`src/rtl/uart_tx_pkg.sv`:
```
// Shared types and line levels for the parametrised UART transmitter.
package uart_tx_pkg;

    typedef enum logic [2:0] {
        IDLE,
        START,
        DATA,
        PARITY,
        STOP
    } tx_state_e;

    localparam logic IDLE_LEVEL  = 1'b1;
    localparam logic START_LEVEL = 1'b0;

endpackage

```
`src/rtl/uart_tx_fifo_param_if.sv`:
```
// Host-side bus of the UART transmitter: write port, parity select, status and serial line.
interface uart_tx_fifo_param_if #(
    parameter int DATA_W     = 8,
    parameter int FIFO_DEPTH = 16
);
    import uart_tx_pkg::*;

    localparam int CW = $clog2(FIFO_DEPTH) + 1;

    logic [DATA_W-1:0] d_in;
    logic              wr_en;
    logic              parity_odd;
    logic              tx_full;
    logic              tx_empty;
    logic              tx_busy;
    logic [CW-1:0]     fifo_count;
    logic              tx;

    modport master (
        output d_in, wr_en, parity_odd,
        input  tx_full, tx_empty, tx_busy, fifo_count, tx
    );

    modport slave (
        input  d_in, wr_en, parity_odd,
        output tx_full, tx_empty, tx_busy, fifo_count, tx
    );

endinterface

```
`src/rtl/uart_tx_sync_fifo.sv`:
```
// Show-ahead synchronous FIFO: dout presents the head word whenever empty is low.
// Pushes into a full FIFO are ignored even if a pop happens in the same cycle.
module uart_tx_sync_fifo #(
    parameter int DATA_W     = 8,
    parameter int FIFO_DEPTH = 16
) (
    input  logic                          clk,
    input  logic                          reset,
    input  logic                          push,
    input  logic                          pop,
    input  logic [DATA_W-1:0]             din,
    output logic [DATA_W-1:0]             dout,
    output logic [$clog2(FIFO_DEPTH):0]   count,
    output logic                          full,
    output logic                          empty
);
    localparam int AW = $clog2(FIFO_DEPTH);
    localparam int CW = AW + 1;

    logic [DATA_W-1:0] mem [FIFO_DEPTH];
    logic [AW-1:0]     wr_ptr;
    logic [AW-1:0]     rd_ptr;
    logic              do_push;
    logic              do_pop;

    assign full    = (count == CW'(FIFO_DEPTH));
    assign empty   = (count == '0);
    assign do_push = push && !full;
    assign do_pop  = pop && !empty;
    assign dout    = mem[rd_ptr];

    // Storage array: written on accepted pushes only, no reset needed.
    always_ff @(posedge clk) begin
        if (do_push) begin
            mem[wr_ptr] <= din;
        end
    end

    // Pointers wrap naturally; count moves only when exactly one of push/pop is accepted.
    always_ff @(posedge clk or posedge reset) begin
        if (reset) begin
            wr_ptr <= '0;
            rd_ptr <= '0;
            count  <= '0;
        end else begin
            if (do_push) begin
                wr_ptr <= wr_ptr + 1'b1;
            end
            if (do_pop) begin
                rd_ptr <= rd_ptr + 1'b1;
            end
            case ({do_push, do_pop})
                2'b10:   count <= count + 1'b1;
                2'b01:   count <= count - 1'b1;
                default: count <= count;
            endcase
        end
    end

endmodule

```
`src/rtl/uart_tx_fifo_param.sv`:
```
// Parametrised UART transmitter with internal write FIFO.
// Frames are start / DATA_W bits LSB first / optional parity / STOP_BITS stop bits.
// Define UART_TX_PARITY_EN to add a parity bit after the data bits.
module uart_tx_fifo_param
    import uart_tx_pkg::*;
#(
    parameter int DATA_W       = 8,
    parameter int FIFO_DEPTH   = 16,
    parameter int CLKS_PER_BIT = 16,
    parameter int STOP_BITS    = 1
) (
    input  logic                 clk,
    input  logic                 reset,
    uart_tx_fifo_param_if.slave  bus
);
    localparam int BW  = $clog2(CLKS_PER_BIT);
    localparam int BCW = $clog2(DATA_W);
    localparam int CW  = $clog2(FIFO_DEPTH) + 1;
    localparam logic [BW-1:0]  BAUD_LAST = BW'(CLKS_PER_BIT - 1);
    localparam logic [BCW-1:0] BIT_LAST  = BCW'(DATA_W - 1);
    localparam logic [BCW-1:0] STOP_LAST = BCW'(STOP_BITS - 1);

    tx_state_e         state, state_n;
    logic [BW-1:0]     baud_cnt, baud_n;
    logic [BCW-1:0]    bit_cnt, bit_n;
    logic [DATA_W-1:0] shift_q, shift_n;
    logic              tx_q, tx_n;
    logic              pop;
    logic [DATA_W-1:0] fifo_dout;
    logic [CW-1:0]     fifo_count;
    logic              fifo_full;
    logic              fifo_empty;
`ifdef UART_TX_PARITY_EN
    logic              par_q, par_n;
`else
    logic              unused_parity;
    assign unused_parity = bus.parity_odd;
`endif

    uart_tx_sync_fifo #(
        .DATA_W     (DATA_W),
        .FIFO_DEPTH (FIFO_DEPTH)
    ) u_fifo (
        .clk   (clk),
        .reset (reset),
        .push  (bus.wr_en),
        .pop   (pop),
        .din   (bus.d_in),
        .dout  (fifo_dout),
        .count (fifo_count),
        .full  (fifo_full),
        .empty (fifo_empty)
    );

    assign bus.tx_full    = fifo_full;
    assign bus.tx_empty   = fifo_empty;
    assign bus.fifo_count = fifo_count;
    assign bus.tx_busy    = (state != IDLE);
    assign bus.tx         = tx_q;

    // Frame sequencer state, counters, shift register and the registered line level.
    always_ff @(posedge clk or posedge reset) begin
        if (reset) begin
            state    <= IDLE;
            baud_cnt <= '0;
            bit_cnt  <= '0;
            shift_q  <= '0;
            tx_q     <= IDLE_LEVEL;
`ifdef UART_TX_PARITY_EN
            par_q    <= 1'b0;
`endif
        end else begin
            state    <= state_n;
            baud_cnt <= baud_n;
            bit_cnt  <= bit_n;
            shift_q  <= shift_n;
            tx_q     <= tx_n;
`ifdef UART_TX_PARITY_EN
            par_q    <= par_n;
`endif
        end
    end

    // Next-state logic; the line level is derived from the next state so tx changes on the entry edge.
    always_comb begin
        state_n = state;
        baud_n  = baud_cnt + 1'b1;
        bit_n   = bit_cnt;
        shift_n = shift_q;
        pop     = 1'b0;
        tx_n    = IDLE_LEVEL;
`ifdef UART_TX_PARITY_EN
        par_n   = par_q;
`endif
        case (state)
            IDLE: begin
                baud_n = '0;
                if (!fifo_empty) begin
                    pop     = 1'b1;
                    shift_n = fifo_dout;
                    state_n = START;
`ifdef UART_TX_PARITY_EN
                    par_n   = (^fifo_dout) ^ bus.parity_odd;
`endif
                end
            end
            START: begin
                if (baud_cnt == BAUD_LAST) begin
                    baud_n  = '0;
                    bit_n   = '0;
                    state_n = DATA;
                end
            end
            DATA: begin
                if (baud_cnt == BAUD_LAST) begin
                    baud_n = '0;
                    if (bit_cnt == BIT_LAST) begin
                        bit_n   = '0;
`ifdef UART_TX_PARITY_EN
                        state_n = PARITY;
`else
                        state_n = STOP;
`endif
                    end else begin
                        bit_n   = bit_cnt + 1'b1;
                        shift_n = shift_q >> 1;
                    end
                end
            end
`ifdef UART_TX_PARITY_EN
            PARITY: begin
                if (baud_cnt == BAUD_LAST) begin
                    baud_n  = '0;
                    bit_n   = '0;
                    state_n = STOP;
                end
            end
`endif
            STOP: begin
                if (baud_cnt == BAUD_LAST) begin
                    baud_n = '0;
                    if (bit_cnt == STOP_LAST) begin
                        bit_n = '0;
                        if (!fifo_empty) begin
                            pop     = 1'b1;
                            shift_n = fifo_dout;
                            state_n = START;
`ifdef UART_TX_PARITY_EN
                            par_n   = (^fifo_dout) ^ bus.parity_odd;
`endif
                        end else begin
                            state_n = IDLE;
                        end
                    end else begin
                        bit_n = bit_cnt + 1'b1;
                    end
                end
            end
            default: begin
                baud_n  = '0;
                state_n = IDLE;
            end
        endcase

        case (state_n)
            START:   tx_n = START_LEVEL;
            DATA:    tx_n = shift_n[0];
`ifdef UART_TX_PARITY_EN
            PARITY:  tx_n = par_n;
`endif
            default: tx_n = IDLE_LEVEL;
        endcase
    end

endmodule

```
`src/flat_wrapper.sv`:
```
// flat-port wrapper written by rule: the top's interface ports become plain ports
module uart_tx_fifo_param_flat import uart_tx_pkg::*;
#(
    parameter int DATA_W       = 8,
    parameter int FIFO_DEPTH   = 16,
    parameter int CLKS_PER_BIT = 16,
    parameter int STOP_BITS    = 1
)
  (clk, reset, bus_d_in, bus_wr_en, bus_parity_odd, bus_tx_full, bus_tx_empty, bus_tx_busy, bus_fifo_count, bus_tx);
  uart_tx_fifo_param_if #(.DATA_W(DATA_W), .FIFO_DEPTH(FIFO_DEPTH)) bus_i ();
  input  logic clk;
  input  logic reset;
  input wire logic [$bits(bus_i.d_in)-1:0] bus_d_in;
  input wire logic [$bits(bus_i.wr_en)-1:0] bus_wr_en;
  input wire logic [$bits(bus_i.parity_odd)-1:0] bus_parity_odd;
  output wire logic [$bits(bus_i.tx_full)-1:0] bus_tx_full;
  output wire logic [$bits(bus_i.tx_empty)-1:0] bus_tx_empty;
  output wire logic [$bits(bus_i.tx_busy)-1:0] bus_tx_busy;
  output wire logic [$bits(bus_i.fifo_count)-1:0] bus_fifo_count;
  output wire logic [$bits(bus_i.tx)-1:0] bus_tx;
  assign bus_i.d_in = bus_d_in;
  assign bus_i.wr_en = bus_wr_en;
  assign bus_i.parity_odd = bus_parity_odd;
  assign bus_tx_full = bus_i.tx_full;
  assign bus_tx_empty = bus_i.tx_empty;
  assign bus_tx_busy = bus_i.tx_busy;
  assign bus_fifo_count = bus_i.fifo_count;
  assign bus_tx = bus_i.tx;
  uart_tx_fifo_param #(.DATA_W(DATA_W), .FIFO_DEPTH(FIFO_DEPTH), .CLKS_PER_BIT(CLKS_PER_BIT), .STOP_BITS(STOP_BITS)) u_core (.clk(clk), .reset(reset), .bus(bus_i));
endmodule
```
`config.mk`:
```
export PLATFORM = sky130hd
export DESIGN_NAME = uart_tx_fifo_param_flat
export DESIGN_NICKNAME = d
export VERILOG_FILES = /design/src/rtl/uart_tx_pkg.sv /design/src/rtl/uart_tx_fifo_param_if.sv /design/src/rtl/uart_tx_sync_fifo.sv /design/src/rtl/uart_tx_fifo_param.sv /design/src/flat_wrapper.sv
export SDC_FILE = /design/constraint.sdc
export NUM_CORES = 1
export LEC_CHECK = 0
export BUFFER_PORTS_ARGS = -buffer_cell sky130_fd_sc_hd__buf_2
export CAP_MARGIN = 40
export CORE_MARGIN = 2
export CORE_UTILIZATION = 45
export CTS_BUF_LIST = sky130_fd_sc_hd__clkbuf_8
export DETAILED_ROUTE_END_ITERATION = 6
export GPL_TIMING_DRIVEN = 0
export PLACE_DENSITY = 0.71
export SYNTH_ARGS = -nofsm -noshare
export SYNTH_HDL_FRONTEND = slang
export SYNTH_HIERARCHICAL = 1
export SYNTH_SLANG_ARGS = --single-unit
```
`constraint.sdc`:
```
create_clock -name clk -period 3.05 [get_ports clk]
set_input_delay 0.61 -clock clk [delete_from_list [all_inputs] [get_ports clk]]
set_output_delay 0.61 -clock clk [all_outputs]
set_load 0.02 [all_outputs]
```
# ---- After elaboration in Yosys (flattened, before gate mapping)
# Memory sizes are Yosys's and may differ from the RTL's.
# Index checks and enable logic that the tools add are counted.
dict set report totals {
  n_memories 1
  elab_cells 75
  mem_bits_rw 128
  register_bits 32
  output_inout_bits 9
}
dict set report classes {
  eq_ne 15
  reduce_logical 14
  addsub 6
  n_mux 30
}
# memory words width read_ports rd_ports_with_merged_regs wr line
set mem_list {}
lappend mem_list {u_core.u_fifo.mem 16 8 1 0 1 uart_tx_sync_fifo.sv:20} ;# logic [DATA_W-1:0] mem [FIFO_DEPTH];
# operator n
set op_table {}
lappend op_table {{2-to-1 mux 8 bit} 5}
lappend op_table {{2-to-1 mux 3 bit} 11}
lappend op_table {{one-hot mux 8 bit (3 select lines)} 1}
lappend op_table {{adder 4 x 1 -> 4 bit, second input constant} 3}
lappend op_table {{one-hot mux 3 bit (4 select lines)} 1}
lappend op_table {{one-hot mux 5 bit (2 select lines)} 1}
lappend op_table {{one-hot mux 3 bit (3 select lines)} 1}
lappend op_table {{nonzero test 3 bit} 3}
lappend op_table {{2-to-1 mux 4 bit} 2}
lappend op_table {{inequality test 2 x 1 -> 1 bit, second input constant} 4}
lappend op_table {{== test 3 x 1 -> 1 bit, second input constant} 2}
lappend op_table {{== test 3 x 2 -> 1 bit, second input constant} 2}
lappend op_table {{== test 3 bit, second input constant} 2}
lappend op_table {{logical NOT 3 bit} 2}
lappend op_table {{2-to-1 mux 1 bit} 6}
lappend op_table {{adder 5 x 1 -> 5 bit, second input constant} 1}
lappend op_table {{== test 5 bit, second input constant} 1}
lappend op_table {{logical NOT 5 bit} 1}
lappend op_table {{AND reduction 5 bit} 1}
lappend op_table {{subtractor 5 x 1 -> 5 bit, second input constant} 1}
lappend op_table {{== test 4 bit, second input constant} 1}
lappend op_table {{one-hot mux 1 bit (2 select lines)} 2}
lappend op_table {{AND reduction 4 bit} 1}
lappend op_table {{adder 3 x 1 -> 3 bit, second input constant} 1}
lappend op_table {{7 further kinds} 9}

# ---- Depth between registers and ports, before layout
# Gate-level depths: netlist of the first run.
dict set report depth {
  depth_word 8
  mapped_depth 16
}

# ---- Cells and area by module
# The synthesis of the first run kept the hierarchy.
# module cells_per_inst seq_area_each_um2 area_each_um2 n_inst
set by_module_without_submodules {}
lappend by_module_without_submodules {uart_tx_sync_fifo 333 4169.0 5789.3 1}
lappend by_module_without_submodules {uart_tx_fifo_param 106 476.7 1088.5 1}

# ---- Worst setup path after synthesis of the first run
# Ideal clock, no wire load.
dict set report synth_path {
  path_kind {reg2reg}
  start {register u_core.u_fifo.count[0]}
  end {register u_core.u_fifo.count[4]}
  period_less_slack_ps 3357
  path_slack_ps -307
  path_stages_with_launch 16
  n_path_buf 2
  t_arrival_ps 3227
  setup_time_ps 130
  required_time_ps 2920
  cell_sequence {dfrtp_1 nor4_2 and2b_1 nor3_1 and2_1 buf_2 nor2b_1 buf_6 ha_1 inv_1 fa_1 nor2b_1 o21ai_0 nand3_1 or3b_1 xnor2_1}
}
dict set report synth_via {
  elab_chain_cells 8
  word_cells_on_any_way 16
}
# element line
set synth_rtl {}
lappend synth_rtl {{start, declared} uart_tx_sync_fifo.sv:13} ;# output logic [$clog2(FIFO_DEPTH):0] count,
lappend synth_rtl {{start signal, assigned} uart_tx_sync_fifo.sv:53} ;# 2'b10: count <= count + 1'b1;
lappend synth_rtl {{start signal, assigned} uart_tx_sync_fifo.sv:54} ;# 2'b01: count <= count - 1'b1;
lappend synth_rtl {{start signal, assigned} uart_tx_sync_fifo.sv:55} ;# default: count <= count;
lappend synth_rtl {{logical NOT 5 bit (*)} uart_tx_sync_fifo.sv:27} ;# assign empty = (count == '0);
lappend synth_rtl {{via bus_tx_empty} flat_wrapper.sv:17} ;# output wire logic [$bits(bus_i.tx_empty)-1:0] bus_tx_empty;
lappend synth_rtl {{2-to-1 mux 1 bit (*)} {uart_tx_fifo_param.sv:98, uart_tx_fifo_param.sv:144}}
lappend synth_rtl {{2-to-1 mux 1 bit} uart_tx_fifo_param.sv:142} ;# if (bit_cnt == STOP_LAST) begin
lappend synth_rtl {{2-to-1 mux 1 bit} uart_tx_fifo_param.sv:140} ;# if (baud_cnt == BAUD_LAST) begin
lappend synth_rtl {{one-hot mux 1 bit (2 select lines) (*)} uart_tx_fifo_param.sv:95} ;# case (state)
lappend synth_rtl {{via u_core.pop} uart_tx_fifo_param.sv:28} ;# logic pop;
lappend synth_rtl {{logical AND 1 bit (*)} uart_tx_sync_fifo.sv:29} ;# assign do_pop = pop && !empty;
lappend synth_rtl {{via u_core.u_fifo.do_pop} uart_tx_sync_fifo.sv:24} ;# logic do_pop;
lappend synth_rtl {{== test 2 x 1 -> 1 bit / == test 2 bit (equally long branches)} uart_tx_sync_fifo.sv:52} ;# case ({do_push, do_pop})
lappend synth_rtl {{one-hot mux 5 bit (2 select lines) / nonzero test 2 bit (equally long branches)} -}
# The timed path passes the listed nets; every way through them passes the cells marked *.
# A chain may end at the register's enable or synchronous reset.

# ---- Final worst setup path of the first run
dict set report layout_path {
  start {register u_core.u_fifo.count[0]}
  end {register u_core.u_fifo.count[4]}
}
dict set report layout_via {
  elab_chain_cells 8
  word_cells_on_any_way 16
}
# element line
set layout_rtl {}
lappend layout_rtl {{logical NOT 5 bit (*)} uart_tx_sync_fifo.sv:27}
lappend layout_rtl {{2-to-1 mux 1 bit (*)} {uart_tx_fifo_param.sv:98, uart_tx_fifo_param.sv:144}}
lappend layout_rtl {{2-to-1 mux 1 bit} uart_tx_fifo_param.sv:142}
lappend layout_rtl {{2-to-1 mux 1 bit} uart_tx_fifo_param.sv:140}
lappend layout_rtl {{one-hot mux 1 bit (2 select lines) (*)} uart_tx_fifo_param.sv:95}
lappend layout_rtl {{via u_core.pop} uart_tx_fifo_param.sv:28}
lappend layout_rtl {{logical AND 1 bit (*)} uart_tx_sync_fifo.sv:29}
lappend layout_rtl {{via u_core.u_fifo.do_pop} uart_tx_sync_fifo.sv:24}
lappend layout_rtl {{== test 2 x 1 -> 1 bit / == test 2 bit (equally long branches)} uart_tx_sync_fifo.sv:52}
lappend layout_rtl {{one-hot mux 5 bit (2 select lines) / nonzero test 2 bit (equally long branches)} -}
# Marked as above.

==> summary.txt, run 1 <==
POWER AND IR DROP
--------------------------------------------------------------------------------------------------
Total power                                                                                4.93 mW
Leakage                                                                                    2.99 nW
Maximum vdd ir drop                                                                       0.467 mV
PwrDens                                                                                629 nW/um^2

SYNTH
--------------------------------------------------------------------------------------------------
Number of enable-type register cells in the synthesized netlist                                128
Yosys top cell area share                                                                    0.559
Leading cell types by total area after synthesis                                      edfxtp_1, dfrtp_1, mux4_2
Async set-reset flop share out of synthesis                                                  0.200
Synthesized Nets                                                                               465
Warnings, synthesis                                                                              6
Flip-flop and latch count after synthesis                                                      160
Sequential fraction of the synthesis area                                                    0.675
Top cell type by total area after synthesis                                               edfxtp_1
Top_reg_cell synth                                                                        edfxtp_1
Gate count of the mapped netlist                                                               439
Total standard cell area after synthesis                                                6880 sq um
Synth unique cells                                                                              58
Syn_area_per_cell                                                                       15.7 sq um

PLACE
--------------------------------------------------------------------------------------------------
RD Place Congestion                                                                          0.841
IO buf count                                                                                    19
HPWL after DPL                                                                        9280 microns
Cells after DPL                                                                                650

WORST SETUP PATH
--------------------------------------------------------------------------------------------------
CP startpoint kind                                                                       flip-flop
Cell with the biggest individual delay on the critical path                                dfrtp_2
Largest fanout of any net on the critical path                                                   8
Number of cells traversed by the worst register-to-register path                                14
Maximum cell stage delay along the critical path                                            450 ps
Endpoint type of the worst setup path                                                    flip-flop
Category of the most critical setup path                                              flip-flop to flip-flop
Start of the worst register-to-register path                                          u_core/u_fifo/count[0]$_DFFE_PP0P_
List of cells traversed by the critical path                                          nor4_4, and2b_2, nor3_4, and2_4, buf_6, nor2b_4, buf_6, ha_4, ha_4, nor2b_2, o21ai_2, a21oi_1, or3b_4, xnor2_1
Data required time at the worst endpoint                                                   3400 ps
Worst reg2reg endpoint                                                                u_core/u_fifo/count[4]$_DFFE_PP0P_
Crit path arrival time                                                                     3280 ps
Flop-to-flop setup slack                                                                    120 ps

CLOCK NETWORK
--------------------------------------------------------------------------------------------------
TritonCTS clock tree                                                                          done
Total clock buffers created by CTS                                                              17
Root buffer cell                                                                          clkbuf_8
Clock transition time at the flip-flop clock pins of the worst setup and hold paths          90 ps
H-tree depth reported by CTS                                                                     4
Number of sinks handled by clock tree synthesis                                                160
Clock latency at the later pin of the worst-skew pair                                       460 ps
Clock tree buffer depth                                                                          2

ROUTE
--------------------------------------------------------------------------------------------------
DRT antenna net count                                                                            0
Vias after detailed routing                                                                   4060
Wirelength per Cell                                                                   20.4 microns
Detailed-route vias per instance                                                              5.84
1st-pass router iterations                                                                       5
WL final                                                                              14100 microns
Number of DRC markers in iteration 0                                                           383
Post-route DRC                                                                                   0

DIE
--------------------------------------------------------------------------------------------------
Standard-cell row count                                                                         45
Horizontal die dimension                                                               128 microns
Overall die height                                                                     128 microns
Boundary pin count                                                                              21
Area of the core                                                                       15100 sq um
Initial core utilization                                                                     0.456
Area enclosed by the die boundary                                                      16300 sq um

STATUS
--------------------------------------------------------------------------------------------------
Status                                                                                   completed

TIMING
--------------------------------------------------------------------------------------------------
Headroom to the max-slew limit                                                               0.421
Max Clock Skew                                                                             11.6 ps
Actual transition at the worst max-transition pin                                           865 ps
Post-route fraction of the period consumed by the critical path                              0.961
Final hold vios                                                                                  0
Count of final max-slew check failures                                                           0
Worst hold slack after final layout                                                         214 ps
Crit path time final                                                                       2930 ps
Highest attainable clock frequency                                                         341 MHz
Unrepaired setup endpoints after global routing                                              false
Endpoints failing setup                                                                          0

GRT
--------------------------------------------------------------------------------------------------
Initial antenna violation count                                                                  0
Aggregate global routing overflow                                                                0
First-pass GRT wire length                                                            22100 microns
Vias in the first global route                                                                4014
Aggregate global-route resource usage                                                        0.184
Largest net degree at the start of global routing                                               20

FINAL LAYOUT
--------------------------------------------------------------------------------------------------
Synthesis-to-layout area growth                                                              13.9%
Nets@finish                                                                                    520
Number of antenna repair diodes                                                                  0
Fraction of layout instances using a drive strength above 1                                  0.278
Final instance count without filler cells                                                      695

JOB
--------------------------------------------------------------------------------------------------
Maxcap violations                                                                                0

MIN PATH
--------------------------------------------------------------------------------------------------
Worst hold path type                                                                  input port to asynchronous set/reset pin

## worst max-delay path by stage
stage	start	endpoint	slack, ps
2_1_floorplan	u_core/u_fifo/count[2]$_DFFE_PP0P_	u_core/u_fifo/count[4]$_DFFE_PP0P_	20
5_1_grt	u_core/u_fifo/count[0]$_DFFE_PP0P_	u_core/u_fifo/count[4]$_DFFE_PP0P_	20
3_3_place_gp	u_core/baud_cnt[0]$_DFF_PP0_	u_core/u_fifo/count[4]$_DFFE_PP0P_	-240
6_report	u_core/u_fifo/count[0]$_DFFE_PP0P_	u_core/u_fifo/count[4]$_DFFE_PP0P_	120
3_5_place_dp	u_core/baud_cnt[0]$_DFF_PP0_	u_core/u_fifo/count[4]$_DFFE_PP0P_	-370
4_1_cts	u_core/bit_cnt[1]$_DFFE_PP0P_	u_core/u_fifo/count[4]$_DFFE_PP0P_	20
## per-layer routing
layer	GRT usage	wire, microns
met1	0.250	6180
met2	0.291	6840
met3	0.0415	838
met4	0.0705	289
met5	0	0
## cells by family (layout without fill, tap and decap cells)
kind of cell,after synthesis,after routing,share of synthesized area
adder cells (fa/ha/maj),14,14,0.0266
AO/OA/AOI/OAI,80,80,0.0800
buffers and inverters,40,108,0.0337
XOR/XNOR,12,12,0.0153
multiplexers,51,51,0.106
flip-flops,160,160,0.675
AND/OR/NAND/NOR,82,82,0.0633
## flip-flops by register name (all words and copies together), names as in the netlist
signal and flops:
u_core/state 3, u_core/bit_cnt 3, u_core/u_fifo/wr_ptr 4, u_core/u_fifo/count 5, u_core/baud_cnt 4, u_core/u_fifo/rd_ptr 4, u_core/u_fifo/mem 128, u_core/bus.tx 1
u_core/shift_q 8
## cell type report
type / count / area (sq um)
buffer: 25 / 181
sequential: 160 / 4650
clock inverter: 15 / 151
multi-input combinational: 239 / 2110
clock buffer: 17 / 234
timing repair buffer: 36 / 215
inverter: 15 / 56.3
fill: 1241 / 7250
tap: 188 / 235
## synthesized netlist by cell type (all sizes together) (2+ instances only)
| library cell | count |
|---|---|
| dfrtp | 31 |
| inv | 15 |
| mux2 | 10 |
| or3b | 2 |
| and2 | 4 |
| a32o | 2 |
| o21ai | 27 |
| a221oi | 9 |
| mux4 | 16 |
| a31oi | 2 |
| nand2 | 22 |
| ha | 13 |
| a22oi | 8 |
| nor2 | 16 |
| nor4 | 2 |
| buf | 19 |
| nor2b | 4 |
| nor3 | 7 |
| nand2b | 5 |
| clkbuf | 6 |
| xnor2 | 8 |
| mux2i | 25 |
| xor2 | 4 |
| a21o | 4 |
| edfxtp | 128 |
| and3 | 7 |
| a221o | 6 |
| a21oi | 13 |
| nand3 | 7 |
## worst max-delay path: cells and delay by family (launching register included)
kind | cells | cell delay (ps)
DFF | 1 | 450
AOI/OAI and AO/OA | 2 | 210
adders and majority gates | 2 | 390
and+or+nand+nor | 7 | 1370
xor gates and xnor gates | 1 | 130
buffers and inverters | 2 | 260
## report_power, final
group	internal (mW)	switching, mW
Clock	0.671	0.833
Combinational	0.271	0.459
Sequential	2.60	0.0950
## layout by cell type, fill, tap and decap left out, types with 4 or more instances in the layout
master    netlist  final
mux2_2          8      8
a21o_1          4      4
buf_4           0     14
nor3_1          6      5
nand3_1         7      6
o21ai_0        24     23
mux4_2         16     16
xor2_1          4      4
clkbuf_1        6      6
inv_6           0      4
buf_2          10     31
buf_6           7      8
clkbuf_8        0     17
a21oi_1        12     12
nand2b_1        5      4
dfrtp_2         0      5
a221oi_1        9      9
and3_1          7      7
mux2i_1        25     25
nand2_1        21     21
a221o_1         6      6
nor2_1         16     16
ha_1           13      9
edfxtp_1      128    128
clkinv_2        0      4
a22oi_1         8      8
xnor2_1         8      8
inv_1          15     13
dfrtp_1        31     26
## timing repair
| item | in CTS | in global routing |
|---|---|---|
| endpoints found under the setup margin | 1 | 1 |
| cloned | 0 | 0 |
| pin swaps | 1 | 5 |
| endpoints found under the hold margin | 0 | 0 |
| gates resized for setup | 10 | 8 |
| buffers inserted | 8 | 5 |
| hold buffers | 0 | 0 |
## stage by stage
stage                     area (sq um)   util  setup TNS (ps)  setup slack, ps
final                             7840  0.519               0              119
after global routing              7840  0.519               0             17.7
after CTS                         7770  0.515               0             20.1
after detailed placement          7280  0.482            -374             -374
after global placement            7250  0.481            -238             -238
after floorplan                   6920      -               0             20.4
Note: power is estimated with default switching activity, not from simulation.
==> run 2, diff against run 1 <==
CTS_BUF_LIST = unset   (was sky130_fd_sc_hd__clkbuf_8)
HOLD_SLACK_MARGIN = 0.06   (was unset)
==> summary.txt, run 2 (synthesis gave the netlist of run 1 again) <==
TIMING
--------------------------------------------------------------------------------------------------
Headroom to the max-slew limit                                                               0.427   +0.00549
Count of final max-slew check failures                                                           0   unchanged
Worst hold slack after final layout                                                         252 ps   +38.3 ps
Crit path time final                                                                       2970 ps   +38.4 ps
Actual transition at the worst max-transition pin                                           857 ps   -8.20 ps
Max Clock Skew                                                                             12.1 ps   +0.563 ps
Final setup slack of the worst path                                                        80.7 ps   -38.4 ps
Endpoints failing setup                                                                          0   unchanged
Post-route fraction of the period consumed by the critical path                              0.974   +0.0126
Highest attainable clock frequency                                                         337 MHz   -1.3%
Final hold vios                                                                                  0   unchanged

CLOCK NETWORK
--------------------------------------------------------------------------------------------------
Root buffer cell                                                                         clkbuf_16
Clock transition time at the flip-flop clock pins of the worst setup and hold paths          70 ps   -20 ps
Clock tree buffer depth                                                                          2   unchanged
TritonCTS clock tree                                                                          done
Total clock buffers created by CTS                                                              17   unchanged
Number of sinks handled by clock tree synthesis                                                160   unchanged
Clock latency at the later pin of the worst-skew pair                                       430 ps   -30 ps
H-tree depth reported by CTS                                                                     4   unchanged

PLACE
--------------------------------------------------------------------------------------------------
Pre-CTS setup slack                                                                        -374 ps   unchanged
HPWL after DPL                                                                        9280 microns   unchanged
RD Place Congestion                                                                          0.841   unchanged
IO buf count                                                                                    19   unchanged

ROUTE
--------------------------------------------------------------------------------------------------
Post-route DRC                                                                                   0   unchanged
Number of DRC markers in iteration 0                                                           410   +7.0%
Vias after detailed routing                                                                   4027   -0.81%
Wirelength per Cell                                                                   20.6 microns   +1.3%
DRT antenna net count                                                                            0   unchanged
1st-pass router iterations                                                                       5   unchanged
Detailed-route vias per instance                                                              5.79   -0.96%
WL final                                                                              14300 microns   +1.4%

GRT
--------------------------------------------------------------------------------------------------
Global routing met3 resource utilization                                                    0.0486   +0.00712
Met1 track demand over resource in global routing                                            0.250   about the same
First-pass GRT wire length                                                            22200 microns   +0.43%
Vias in the first global route                                                                4007   -0.17%
Initial antenna violation count                                                                  0   unchanged
Aggregate global routing overflow                                                                0   unchanged
Global-route met2 utilization                                                                0.296   +0.00472
Aggregate global-route resource usage                                                        0.186   +0.00222
Global route hottest layer                                                                    met2
Largest net degree at the start of global routing                                               20   unchanged

STATUS
--------------------------------------------------------------------------------------------------
Status                                                                                   completed

POWER AND IR DROP
--------------------------------------------------------------------------------------------------
Maximum vdd ir drop                                                                       0.576 mV   +23%
Leakage                                                                                    3.09 nW   +3.1%
PwrDens                                                                                684 nW/um^2   +8.8%

DIE
--------------------------------------------------------------------------------------------------
Standard-cell row count                                                                         45   unchanged
Overall die height                                                                     128 microns   unchanged
Initial core utilization                                                                     0.456   unchanged
Area of the core                                                                       15100 sq um   unchanged
Boundary pin count                                                                              21   unchanged
Horizontal die dimension                                                               128 microns   unchanged
Area enclosed by the die boundary                                                      16300 sq um   unchanged

FINAL LAYOUT
--------------------------------------------------------------------------------------------------
Fraction of layout instances using a drive strength above 1                                  0.280   +0.00142
Top library cells by usage in the layout, fill and taps aside                         edfxtp_1, buf_2, dfrtp_1
Most frequent standard cell in the layout excluding fill and tap cells                    edfxtp_1
Nets@finish                                                                                    521   +0.19%
Biggest regs                                                                          u_core/u_fifo/mem: 128 flops, u_core/shift_q: 8 flops, u_core/u_fifo/count: 5 flops
Number of antenna repair diodes                                                                  0   unchanged
Register with the most flip-flops                                                     u_core/u_fifo/mem
Count of fill cells added during filler insertion                                             1220   -1.7%
Synthesis-to-layout area growth                                                              16.7%
Number of flip-flops under the largest register name                                           128   unchanged

WORST SETUP PATH
--------------------------------------------------------------------------------------------------
Maximum cell stage delay along the critical path                                            440 ps   about the same
Start of the worst register-to-register path                                          u_core/u_fifo/count[0]$_DFFE_PP0P_
Worst reg2reg endpoint                                                                u_core/u_fifo/count[4]$_DFFE_PP0P_
Largest fanout of any net on the critical path                                                   8   unchanged
CP startpoint kind                                                                       flip-flop
Crit path arrival time                                                                     3280 ps   about the same
Flop-to-flop setup slack                                                                     80 ps   -40 ps
Category of the most critical setup path                                              flip-flop to flip-flop
List of cells traversed by the critical path                                          nor4_4, and2b_2, nor3_4, and2_4, buf_6, nor2b_4, buf_6, ha_4, ha_4, nor2b_2, o21ai_2, a21oi_1, or3b_4, xnor2_1
Data required time at the worst endpoint                                                   3360 ps   -40 ps
Cell with the biggest individual delay on the critical path                                dfrtp_2
Number of cells traversed by the worst register-to-register path                                14   unchanged
Endpoint type of the worst setup path                                                    flip-flop

JOB
--------------------------------------------------------------------------------------------------
Maxcap violations                                                                                0   unchanged

MIN PATH
--------------------------------------------------------------------------------------------------
Worst hold path type                                                                  input port to asynchronous set/reset pin

[run 2: worst max path at each step]
stage | slack [ps] | to | cells past startpoint | startpoint
finish | 80 | u_core/u_fifo/count[4]$_DFFE_PP0P_ | 14 | u_core/u_fifo/count[0]$_DFFE_PP0P_
CTS | 10 | u_core/u_fifo/count[4]$_DFFE_PP0P_ | 15 | u_core/u_fifo/count[3]$_DFFE_PP0P_
global route | -6 | u_core/u_fifo/count[4]$_DFFE_PP0P_ | 14 | u_core/u_fifo/count[0]$_DFFE_PP0P_
detailed placement | -370 | u_core/u_fifo/count[4]$_DFFE_PP0P_ | 15 | u_core/baud_cnt[0]$_DFF_PP0_
global placement | -240 | u_core/u_fifo/count[4]$_DFFE_PP0P_ | 15 | u_core/baud_cnt[0]$_DFF_PP0_
floorplan | 20 | u_core/u_fifo/count[4]$_DFFE_PP0P_ | 15 | u_core/u_fifo/count[2]$_DFFE_PP0P_
[run 2: per-stage QoR]
step | utilization | instances | area, sq um | power (mW) | setup TNS (ps)
detailed placement | 0.482 | 650 | 7280 | 3.38 | -374
global placement | 0.481 | 646 | 7250 | 3.34 | -238
finish | 0.532 | 696 | 8030 | 5.49 | 0
CTS | 0.526 | 687 | 7940 | 5.46 | 0
global route | 0.532 | 696 | 8030 | 5.71 | -6.47
floorplan | - | 439 | 6920 | 3.15 | 0
[run 2: metal layers]
metal	vias to the layer above	routed length [microns]
li1	1813	-
met1	2064	6220
met2	130	7120
met3	20	818
met4	0	195
met5	-	0
[run 2: area by class of cell]
class | count | area (sq um) | share of cell area
plain buffers | 25 | 181 | 0.0226
clock buffers | 17 | 425 | 0.0530
clock inverters | 15 | 151 | 0.0189
inverters | 15 | 56.3 | 0.00701
multi-input cells | 239 | 2100 | 0.262
flip-flops and latches | 160 | 4650 | 0.579
well taps | 188 | 235 | 0.0293
repair buffers | 37 | 223 | 0.0277
[run 2: worst max-delay path, delay by kind of cell (launching register included)]
kind                       cells  cell delay [ps]
DFF                            1              440
xor gates and xnor gates       1              130
adders and majority gates      2              390
and+or+nand+nor                7             1430
buffers and inverters          2              240
AOI/OAI and AO/OA              2              220
[run 2: power by group]
part           leakage [nW]  internal (mW)  switching (mW)
clock                 0.287           1.15           0.911
combinational          1.25          0.272           0.456
sequential             1.55           2.60           0.100
[run 2: what timing repair did]
action,in CTS,in global routing
resized for setup,10,7
pin swaps,1,4
setup endpoints to repair,1,1
setup buffers,5,9
hold buffers,0,0
==> run 3, diff against run 2 <==
PLACE_DENSITY = 0.69   (was 0.71)
clock period = 3.8 ns   (was 3.05 ns; I/O delays follow)
==> summary.txt, run 3 (synthesis gave the netlist of run 1 again) <==
POWER AND IR DROP
--------------------------------------------------------------------------------------------------
Leakage                                                                                    3.03 nW   -1.9%
PwrDens                                                                                553 nW/um^2   -19%
Maximum vdd ir drop                                                                       0.349 mV   -39%

DIE
--------------------------------------------------------------------------------------------------
Overall die height                                                                     128 microns   unchanged
Standard-cell row count                                                                         45   unchanged
Initial core utilization                                                                     0.456   unchanged
Horizontal die dimension                                                               128 microns   unchanged
Area enclosed by the die boundary                                                      16300 sq um   unchanged
Area of the core                                                                       15100 sq um   unchanged
Boundary pin count                                                                              21   unchanged

WORST SETUP PATH
--------------------------------------------------------------------------------------------------
Endpoint type of the worst setup path                                                    flip-flop
CP startpoint kind                                                                       flip-flop
Flop-to-flop setup slack                                                                    280 ps   +200 ps
Largest fanout of any net on the critical path                                                   8   unchanged
Category of the most critical setup path                                              flip-flop to flip-flop
Data required time at the worst endpoint                                                   4100 ps   +740 ps
Crit path arrival time                                                                     3820 ps   +540 ps

GRT
--------------------------------------------------------------------------------------------------
Aggregate global routing overflow                                                                0   unchanged
First-pass GRT wire length                                                            21700 microns   -2.2%
Aggregate global-route resource usage                                                        0.181   -0.00450
Initial antenna violation count                                                                  0   unchanged
Largest net degree at the start of global routing                                               20   unchanged
Vias in the first global route                                                                3822   -4.6%

ROUTE
--------------------------------------------------------------------------------------------------
Number of DRC markers in iteration 0                                                           362   -12%
DRT antenna net count                                                                            0   unchanged
WL final                                                                              13800 microns   -3.5%
1st-pass router iterations                                                                       5   unchanged
Wirelength per Cell                                                                   20.2 microns   -1.8%
Vias after detailed routing                                                                   3858   -4.2%
Detailed-route vias per instance                                                              5.64   -2.5%
Post-route DRC                                                                                   0   unchanged

FINAL LAYOUT
--------------------------------------------------------------------------------------------------
Number of antenna repair diodes                                                                  0   unchanged
Biggest regs                                                                          u_core/u_fifo/mem: 128 flops, u_core/shift_q: 8 flops, u_core/u_fifo/count: 5 flops
Register with the most flip-flops                                                     u_core/u_fifo/mem
Nets@finish                                                                                    509   -2.3%
Most frequent standard cell in the layout excluding fill and tap cells                    edfxtp_1
Synthesis-to-layout area growth                                                              14.1%
Number of flip-flops under the largest register name                                           128   unchanged
Top library cells by usage in the layout, fill and taps aside                         edfxtp_1, dfrtp_1, buf_2
Fraction of layout instances using a drive strength above 1                                  0.212   -0.0678

TIMING
--------------------------------------------------------------------------------------------------
Max Clock Skew                                                                             12.5 ps   +0.345 ps
Headroom to the max-slew limit                                                               0.389   -0.0372
Post-route fraction of the period consumed by the critical path                              0.926   -0.0472
Highest attainable clock frequency                                                         284 MHz   -16%
Unrepaired setup endpoints after global routing                                              false
Count of final max-slew check failures                                                           0   unchanged
Final setup slack of the worst path                                                         280 ps   +199 ps
Actual transition at the worst max-transition pin                                           912 ps   +55.6 ps
Sum Neg Setup Slack                                                                           0 ps   unchanged
Endpoints failing setup                                                                          0   unchanged
Final hold vios                                                                                  0   unchanged
Crit path time final                                                                       3520 ps   +551 ps

CLOCK NETWORK
--------------------------------------------------------------------------------------------------
Total clock buffers created by CTS                                                              17   unchanged
Clock latency at the later pin of the worst-skew pair                                       420 ps   about the same
Number of sinks handled by clock tree synthesis                                                160   unchanged
Root buffer cell                                                                         clkbuf_16
TritonCTS clock tree                                                                          done
# hold bufs at CTS                                                                               0   unchanged
Clock tree buffer depth                                                                          2   unchanged
H-tree depth reported by CTS                                                                     4   unchanged
Clock transition time at the flip-flop clock pins of the worst setup and hold paths          60 ps   about the same

PLACE
--------------------------------------------------------------------------------------------------
HPWL after DPL                                                                        9260 microns   -0.17%
IO buf count                                                                                    19   unchanged
RD Place Congestion                                                                          0.798   -5.2%
Pre-CTS setup slack                                                                         231 ps   +605 ps

STATUS
--------------------------------------------------------------------------------------------------
Status                                                                                   completed

MIN PATH
--------------------------------------------------------------------------------------------------
Worst hold path type                                                                  input port to asynchronous set/reset pin

JOB
--------------------------------------------------------------------------------------------------
Maxcap violations                                                                                0   unchanged

==> run 3: through the flow <==
stage	cells	hold WS, ps	power [mW]	area (sq um)	util
after floorplan	439	464	2.52	6880	-
after global placement	646	483	2.67	7210	0.478
after detailed placement	650	491	2.71	7240	0.480
after CTS	682	407	4.37	7820	0.518
after global routing	684	435	4.51	7850	0.520
final	684	387	4.34	7850	0.520
==> run 3: area by class of cell <==
type | instances | area, sq um
clock inverters | 12 | 143
inverters | 15 | 56.3
multi-input cells | 239 | 2010
plain buffers | 25 | 175
well taps | 188 | 235
fillers | 1239 | 7240
flip-flops and latches | 160 | 4650
repair buffers | 25 | 140
clock buffers | 20 | 437
==> run 3: worst max-delay path, stage by stage (launching register included) <==
cell	delay, ps
dfrtp_1	400
ha_1	240
nand3_1	200
o21ai_4	240
and2_1	150
buf_2	180
nor2b_1	210
buf_6	160
ha_1	220
inv_1	110
fa_1	470
nor2b_1	120
o21ai_0	110
nand3_1	100
or3b_1	360
xnor2_1	130
==> run 3: worst paths after layout <==
| kind | start | end | cells after the start |
|---|---|---|---|
| max in group asynchronous | reset | u_core/shift_q[4]$_DFFE_PP0P_ | 2 |
| min in group clk | u_core/shift_q[5]$_DFFE_PP0P_ | u_core/shift_q[5]$_DFFE_PP0P_ | 1 |
| hold reg to reg | u_core/shift_q[5]$_DFFE_PP0P_ | u_core/shift_q[5]$_DFFE_PP0P_ | 1 |
| setup reg to reg | u_core/baud_cnt[0]$_DFF_PP0_ | u_core/u_fifo/count[4]$_DFFE_PP0P_ | 15 |
| setup / recovery | u_core/baud_cnt[0]$_DFF_PP0_ | u_core/u_fifo/count[4]$_DFFE_PP0P_ | 15 |
| hold / removal | reset | u_core/u_fifo/rd_ptr[0]$_DFFE_PP0P_ | 2 |
==> run 3: per-layer routing <==
metal | routed length (microns) | global-route usage | vias to the layer above
li1 | - | - | 1785
met2 | 6950 | 0.294 | 85
met1 | 6100 | 0.247 | 1972
met3 | 569 | 0.0364 | 16
met4 | 223 | 0.0621 | 0
met5 | 0 | 0 | -
==> run 3: what timing repair did <==
action,in CTS,in global routing
gates resized for setup,0,2
endpoints found under the hold margin,0,0
setup endpoints to repair,0,1
buffers inserted,0,2
==> run 3: report_power, final <==
group          internal [mW]  switching (mW)  leakage, nW
registers               2.08          0.0730         1.55
logic                  0.174           0.346         1.19
clock network           1.02           0.636        0.283
